$ cat src/rtl/exec_mem_stage.sv
`default_nettype none
// ============================================================================
// Module   : exec_mem_stage
// Brief    : EX->MEM pipeline register with stall/flush, S/Z/C/V flags,
//            branch resolution and a scanned N-digit 7-segment hex display.
// Revision : 1.0
// ============================================================================
module exec_mem_stage #(
    parameter int DATA_W   = 16,
    parameter int REG_AW   = 3,
    parameter int DIGITS   = 4,
    parameter int SCAN_DIV = 1024
) (
    input  logic                  clk,
    input  logic                  rst_n,
    input  logic                  stall,
    input  logic                  flush,
    input  logic                  in_valid,
    input  logic [DATA_W-1:0]     alu_result,
    input  logic [3:0]            flag_in,
    input  logic                  flag_we,
    input  logic                  write_reg,
    input  logic [REG_AW-1:0]     reg_addr,
    input  logic [1:0]            mem_op,
    input  logic [DATA_W-1:0]     addr_in,
    input  logic [DATA_W-1:0]     store_data_in,
    input  logic                  is_branch,
    input  logic [2:0]            cond,
    input  logic [DATA_W-1:0]     branch_target,
    input  logic                  disp_we,
    input  logic [4*DIGITS-1:0]   disp_data,
    output logic                  out_valid,
    output logic [DATA_W-1:0]     alu_out,
    output logic                  write_reg_out,
    output logic [REG_AW-1:0]     reg_addr_out,
    output logic [DATA_W-1:0]     addr_out,
    output logic [DATA_W-1:0]     store_data_out,
    output logic                  read_en,
    output logic                  write_en,
    output logic                  pcsrc,
    output logic [DATA_W-1:0]     pc_target,
    output logic [3:0]            flags_q,
    output logic [7:0]            seg,
    output logic [DIGITS-1:0]     digit_sel
);

    localparam int c_CNT_W = $clog2(SCAN_DIV);
    localparam int c_IDX_W = (DIGITS > 1) ? $clog2(DIGITS) : 1;
    localparam logic [c_CNT_W-1:0] c_CNT_LAST = c_CNT_W'(SCAN_DIV - 1);
    localparam logic [c_IDX_W-1:0] c_IDX_LAST = c_IDX_W'(DIGITS - 1);

    logic                  w_cap;
    logic                  w_load;
    logic                  w_taken;
    logic [4*DIGITS-1:0]   r_latch;
    logic [c_CNT_W-1:0]    r_cnt;
    logic [c_IDX_W-1:0]    r_idx;
    logic [4*DIGITS-1:0]   w_shift;
    logic [3:0]            w_nib;

    assign w_cap  = in_valid & ~flush;
    // A flush must insert its bubble even while the stage is stalled.
    assign w_load = ~stall | flush;

    // Conditions look only at flags committed by earlier instructions.
    always_comb begin
        w_taken = 1'b0;
        case (cond)
            3'd0:    w_taken = 1'b1;
            3'd1:    w_taken = flags_q[2];
            3'd2:    w_taken = flags_q[3] ^ flags_q[0];
            3'd3:    w_taken = flags_q[2] | (flags_q[3] ^ flags_q[0]);
            3'd4:    w_taken = ~flags_q[2];
            default: w_taken = 1'b0;
        endcase
    end

    always_ff @(posedge clk or negedge rst_n) begin
        if (!rst_n) begin
            out_valid      <= 1'b0;
            alu_out        <= '0;
            write_reg_out  <= 1'b0;
            reg_addr_out   <= '0;
            addr_out       <= '0;
            store_data_out <= '0;
            read_en        <= 1'b0;
            write_en       <= 1'b0;
            pcsrc          <= 1'b0;
            pc_target      <= '0;
            flags_q        <= '0;
            r_latch        <= '0;
        end else if (w_load) begin
            out_valid      <= w_cap;
            alu_out        <= alu_result;
            write_reg_out  <= write_reg & w_cap;
            reg_addr_out   <= reg_addr;
            addr_out       <= addr_in;
            store_data_out <= store_data_in;
            read_en        <= w_cap & (mem_op == 2'd1);
            write_en       <= w_cap & (mem_op == 2'd2);
            pcsrc          <= w_cap & is_branch & w_taken;
            pc_target      <= branch_target;
            if (w_cap && flag_we) begin
                flags_q <= flag_in;
            end
            if (w_cap && disp_we) begin
                r_latch <= disp_data;
            end
        end
    end

    // Digit scanning is free-running and ignores pipeline control.
    always_ff @(posedge clk or negedge rst_n) begin
        if (!rst_n) begin
            r_cnt <= '0;
            r_idx <= '0;
        end else if (r_cnt == c_CNT_LAST) begin
            r_cnt <= '0;
            r_idx <= (r_idx == c_IDX_LAST) ? '0 : r_idx + 1'b1;
        end else begin
            r_cnt <= r_cnt + 1'b1;
        end
    end

    assign w_shift   = r_latch >> {r_idx, 2'b00};
    assign w_nib     = w_shift[3:0];
    assign digit_sel = DIGITS'(1) << r_idx;

    always_comb begin
        seg = 8'h00;
        case (w_nib)
            4'h0: seg = 8'hFC;
            4'h1: seg = 8'h60;
            4'h2: seg = 8'hDA;
            4'h3: seg = 8'hF2;
            4'h4: seg = 8'h66;
            4'h5: seg = 8'hB6;
            4'h6: seg = 8'hBE;
            4'h7: seg = 8'hE0;
            4'h8: seg = 8'hFE;
            4'h9: seg = 8'hF6;
            4'hA: seg = 8'hEE;
            4'hB: seg = 8'h3E;
            4'hC: seg = 8'h1A;
            4'hD: seg = 8'h7A;
            4'hE: seg = 8'h9E;
            4'hF: seg = 8'h8E;
            default: seg = 8'h00;
        endcase
    end

endmodule
`default_nettype wire

$ cat config.mk
export PLATFORM = sky130hd
export DESIGN_NAME = exec_mem_stage
export DESIGN_NICKNAME = d
export VERILOG_FILES = /design/src/rtl/exec_mem_stage.sv
export SDC_FILE = /design/constraint.sdc
export NUM_CORES = 1
export LEC_CHECK = 0
export BUFFER_PORTS_ARGS = -buffer_cell sky130_fd_sc_hd__buf_4
export CORE_ASPECT_RATIO = 1.4
export CORE_MARGIN = 3
export CORE_UTILIZATION = 48
export DETAILED_ROUTE_END_ITERATION = 6
export PLACE_DENSITY = 0.9
export SYNTH_ARGS = -nofsm -noshare
export SYNTH_HDL_FRONTEND = slang
export SYNTH_SLANG_ARGS = --single-unit
$ cat constraint.sdc
create_clock -name clk -period 2.41 [get_ports clk]
set_clock_uncertainty 0.15 [all_clocks]
set_input_delay 0.1205 -clock clk [delete_from_list [all_inputs] [get_ports clk]]
set_output_delay 0.1205 -clock clk [all_outputs]
set_load 0.01 [all_outputs]
==> qor.yml, run 1 <==
p_per_area_nw_per_um2: 675
drc_errors: 0
firstDrtPassIters: 5
num_vias: 4429
hp-class: "in2reg"
core_um2: 8810
ios: 189
report.final.slew_viol_count: 0
cts_root_buf: "clkbuf_16"
die_h_um: 120
gp_congestion: 0.782
grt_first_pass_wirelength_um: 24200
setup_tns_ps: -621
dp_hpwl_um: 8500
clk_path_buf_depth: 2
synth_nets: 552
synth_edf_count: 0
synth_seq_area_share_pct: 58.5
grt_pass1_vias: 4910
syn_avg_cell_area_um2: 10.1
leakagePower_nw: 3.82
clock_latency_ps: 340
synth.cell_area_um2: 4450
yosysWarningCount: 0
worstPathRequired_ps: 2140
ant_nets: 0
final_layout_size_suffix_gt1_share_pct: 34.9
power.internal_mw: 3.71
worst_ir_drop_vdd_v: 0.000606
design.die.area_um2: 10500
synthArstFlopShare_pct: 100
ys_ff_latch: 104
htree_levels: 3
ys.flop_type: "dfrtp_1"
path_max_fanout: 6
met1Wirelength_um: 5530
p_comb_share_pct: 24.6
wl_um: 15800
p_clk_share_pct: 35.1
holdWs_ps: 13.9
syn_inst: 439
io_buffers: 187
grt_max_degree: 65
p_switching_mw: 1.33
synth.distinct_cells: 43
setup_viol: 7
grt_use_total_pct: 29.8
gr-total-overflow: 0
worstSetupPathType: "reg2out"
cts_buffers: 9
pre_cts_slack_ps: 267
antenna_found_initial: 1
core.rowCount: 40
setup_slack_ps: -123
swShare_pct: 26.5
die_w_um: 87.4
status: "finished, violations left"
dr.max_layer_used: "met4"
final.period_utilization_pct: 105
cts_tree: "yes"
crit_arrival_ps: 2260
placed_cell_area_um2: 5960
drt_iter0_markers: 218
worst_slew_pin_slew_ps: 546
viasPerCell: 5.27
cap_violations: 0
worstSetupStartpointType: "flip-flop"
period_minus_slack_ps: 2530
wl_met2_um: 8520
initial_utilization_pct: 50.5
design_area_um2: 7460
pwr-share-seq_pct: 40.3
cts_sinks: 104
wire_per_inst_um: 18.8
syn_to_final_growth_pct: 67.7
rsz0062_at_grt: "yes"
violations: "setup timing"
wl_met3_um: 1060
hold_viol_final: 0
fmax_ghz: 0.395
max_slew_margin_pct: 63.6
nets: 842
worstSetupEndpointType: "output port"
clk_pin_slew_worst_paths_ps: 70
==> power by group through the flow <==
stage / clock network, mW / registers (mW) / logic (mW)
detailed placement: 0 / 2.05 / 0.930
CTS: 1.78 / 2.01 / 1.10
global route: 1.87 / 2.04 / 1.32
global placement: 0 / 2.03 / 0.888
floorplan: 0 / 2.08 / 0.390
finish: 1.77 / 2.03 / 1.24
==> cells in the mapped netlist (2+ instances only) <==
library cell	n	share of area [%]
nand2b_1	3	0.42
clkbuf_1	15	1.3
mux4_2	4	2.0
nand4_1	2	0.28
mux2_2	22	5.6
mux2i_1	5	1.1
nand2_1	206	17
xor2_1	2	0.39
nor2_1	5	0.42
dfrtp_1	104	58
a21oi_1	3	0.34
nor2b_1	3	0.42
a211o_1	2	0.39
or4_1	2	0.34
a32o_1	3	0.67
inv_1	11	0.93
o21ai_0	2	0.22
xnor2_1	4	0.79
buf_4	2	0.34
buf_2	3	0.34
ha_1	12	3.4
nand3_1	3	0.34
==> cell type report <==
class                           count  area, um2
Tap cell                          105        131
Timing Repair Buffer              300       2530
Sequential cell                   104       2600
Clock buffer                        9        225
Fill cell                         419       1340
Clock inverter                      7        143
Multi-Input combinational cell    303       1780
Antenna cell                        1       2.50
Inverter                           11       46.3
==> layout by cell type, fill, tap and decap left out, types with 3 or more instances in the layout <==
cell type and count:
mux4_2 4, ha_4 3, xnor2_1 4, mux2_2 22
a32o_1 3, dlygate4sd3_1 103, a21oi_1 3, bufinv_16 4
nand3_1 3, buf_4 194, nor2_1 5, dfrtp_1 103
ha_1 7, nand2_1 206, inv_1 8, mux2i_1 3
clkbuf_16 9
==> path summary, 6_finish.rpt <==
path	cells after the start	endpoint	slack, ps	start
max in group asynchronous	3	store_data_out[10]	1230	rst_n
worst min register to register	2	reg_addr_out[2]	320	reg_addr_out[2]
worst min-delay path	3	out_valid	10	flush
worst max-delay path	6	seg[3]	-120	r_idx[0]
worst max register to register	4	r_idx[0]	520	r_cnt[0]
min in group asynchronous	2	r_latch[3]	160	rst_n
==> metrics by stage <==
stage | instances | util, % | total power [mW]
CTS | 838 | 84.0 | 4.90
detailed placement | 717 | 67.7 | 2.98
global placement | 717 | 67.7 | 2.92
finish | 840 | 84.7 | 5.04
floorplan | 439 | - | 2.47
global route | 840 | 84.7 | 5.24
==> worst max-delay path, cell delays in order, from the launching register on <==
cell and delay, ps:
dfrtp_2 420, mux4_2 650, inv_4 140, ha_2 210, nand2b_1 100, a32oi_1 230, buf_4 180
==> routing by layer <==
layer,global-route usage [%],vias to the layer above
met5,0,-
met3,7.76,60
li1,-,1975
met4,13.5,0
met1,32.3,2184
met2,53.1,210
==> state kept, by name (all words and copies together) (netlist names), 2 cells and up <==
register / flops
addr_out: 16
alu_out: 16
pc_target: 16
r_latch: 16
store_data_out: 16
r_cnt: 10
flags_q: 4
reg_addr_out: 3
r_idx: 2
==> kinds of logic after synthesis <==
family | Yosys count | synth area share, %
AND/OR/NAND/NOR | 232 | 21.2
flip-flops | 104 | 58.5
multiplexers | 33 | 9.30
buffers and inverters | 32 | 3.12
AO/OA/AOI/OAI | 19 | 3.23
adder cells (fa/ha/maj) | 12 | 3.37
XOR/XNOR | 6 | 1.18
other | 1 | 0.0842
==> what timing repair did <==
action / 4_1_cts / 5_1_grt
hold buffers: 103 / 0
buffers inserted: 2 / 1
gates resized for setup: 8 / 11
pin swaps: 1 / 1
endpoints found under the setup margin: 6 / 6
endpoints found under the hold margin: 132 / 0
(Power assumes the default switching activity.)
==> run 2, diff against run 1 <==
ABC_CLOCK_PERIOD_IN_PS = 2410   (was unset)
CORE_ASPECT_RATIO = 1.2   (was 1.4)
==> run 2 against run 1 <==
Net effect:
- the run still ends with setup timing left
- cell count rose by 2.6%
- register-to-register slack improved by 30 ps
- via count is 7.0% higher
- combinational power grew 4%
- first-iteration DRC count rose by 97%
- flip-flop and latch count is the same
- worst setup slack lost 14 ps
- global-route usage grew 4.1 points
- clock power is 40% lower
- critical path depth unchanged
- routed wire length up 17%
- worst hold slack better by 33 ps
==> qor.yml, run 2 (same netlist as run 1, synthesis figures left out) <==
report.final.slew_viol_count: 0  # unchanged
cts_sinks: 104  # unchanged
grt_use_total_pct: 33.9  # +4.1 points
firstDrtPassIters: 5  # unchanged
post-route-util_pct: 84.5  # -0.21 points
placed_cell_area_um2: 5990  # +0.38%
p_per_area_nw_per_um2: 594  # -12%
violations: "setup timing"
clk_path_buf_depth: 2  # unchanged
cts_buffers: 9  # unchanged
final_layout_size_suffix_gt1_share_pct: 35.3  # +0.39 points
gp_congestion: 0.817  # +4.5%
syn_to_final_growth_pct: 67.0
antenna_found_initial: 3  # +2
finalPower_mw: 4.42  # -12%
period_minus_slack_ps: 2550  # +14.3 ps
ios: 189  # unchanged
path_buf_inv: 2  # unchanged
drt_iter0_markers: 429  # +97%
cpLargestDelayFamily: "multiplexers"
drc_errors: 0  # unchanged
worstSetupStartpointType: "flip-flop"
die_w_um: 93.9  # +7.5%
worst_slew_pin_slew_ps: 609  # +62.8 ps
wire_per_inst_um: 21.5  # +14%
path_max_fanout: 5  # -1
gr-total-overflow: 0  # unchanged
status: "finished, violations left"
nets: 852  # +1.2%
viasPerCell: 5.50  # +4.3%
layout_commonest_cell: "nand2_1"
num_vias: 4740  # +7.0%
cap_violations: 0  # unchanged
max_slew_margin_pct: 59.4  # -4.2 points
layoutNonFillerInstCount: 862  # +2.6%
worstSetupEndpointType: "output port"
final.period_utilization_pct: 106  # +0.59 points
place.detailed.instances: 730  # +1.8%
hold_viol_final: 0  # unchanged
ant_nets: 0  # unchanged
cts_root_buf: "clkbuf_8"
layout_common_cells: "nand2_1, buf_4, dlygate4sd3_1, dfrtp_1, mux2_2"
grt_pass1_vias: 5123  # +4.3%
hp-class: "in2reg"
wl_um: 18500  # +17%
clk_pin_slew_worst_paths_ps: 100  # +30 ps
leakagePower_nw: 3.79  # -0.82%
cp_slowest_stage_delay_ps: 660  # about the same
worstPathRequired_ps: 2140  # about the same
path_cells: "mux4_2, inv_4, ha_2, nand2b_1, a32oi_1, buf_4"
dp_hpwl_um: 8690  # +2.3%
core.rowCount: 37  # -7.5%
worst_ir_drop_vdd_v: 0.000442  # -27%
grt_first_pass_wirelength_um: 27100  # +12%
die_h_um: 111  # -7.0%
holdWs_ps: 47.1  # +33.2 ps
worstSetupPathType: "reg2out"
cts_tree: "yes"
io_buffers: 187  # unchanged
clock_latency_ps: 360  # +20 ps
initial_utilization_pct: 50.6  # +0.072 points
htree_levels: 3  # unchanged
setup_viol: 7  # unchanged
design_area_um2: 7440  # -0.39%
crit_arrival_ps: 2280  # +20 ps
fmax_ghz: 0.393  # -0.56%
core_um2: 8800  # -0.14%
grt_max_degree: 53  # -18%
design.die.area_um2: 10500  # -0.10%
rsz0062_at_grt: "yes"
cpMaxStageDelayCell: "mux4_2"
setup_slack_ps: -137  # -14.3 ps
[run 2: per-stage QoR]
step / setup TNS (ps) / worst slack (ps)
floorplan: 0 / 364
global placement: 0 / 170
detailed placement: 0 / 112
CTS: -168 / -44.5
global route: -1180 / -220
finish: -663 / -137
[run 2: cell type report]
cell class | count | area, um2
inverters | 11 | 48.8
fillers | 402 | 1360
diodes | 2 | 5.00
clock inverters | 2 | 12.5
repair buffers | 308 | 2600
flip-flops and latches | 104 | 2610
clock buffers | 13 | 179
multi-input cells | 305 | 1840
well taps | 117 | 146
[run 2: worst paths after layout]
path / start / to / slack [ps] / cells after the start
hold / removal: flush / pc_target[7] / 50 / 4
max in group asynchronous: rst_n / addr_out[10] / 1250 / 3
min in group asynchronous: rst_n / store_data_out[13] / 140 / 2
setup / recovery: r_idx[0] / seg[3] / -140 / 6
setup reg to reg: r_cnt[0] / r_idx[0] / 550 / 4
hold reg to reg: reg_addr_out[1] / reg_addr_out[1] / 330 / 2
[run 2: repair_timing]
action	in CTS	in global routing
pin swaps	2	3
hold buffers	107	0
setup buffers	3	3
cloned	0	2
endpoints found under the hold margin	135	0
setup endpoints to repair	7	7
gates resized for setup	10	13
[run 2: worst reg2reg max path, cell delays in order (launching register included)]
cell     delay (ps)
dfrtp_1         400
ha_1            240
inv_1           100
nor4_4          460
mux2_2          400
[run 2: report_power, final]
group	internal, mW	leakage [nW]	switching (mW)
Sequential	1.91	1.26	0.140
Clock	0.483	0.0975	0.592
Combinational	0.685	2.43	0.604
[run 2: metal layers]
layer | vias to the layer above | part of all wire [%] | GRT usage (%)
met3 | 107 | 8.8 | 9.39
met4 | 2 | 6.3 | 20.5
li1 | 2003 | - | -
met1 | 2266 | 33 | 34.9
met2 | 362 | 52 | 59.9
met5 | - | 0.070 | 0
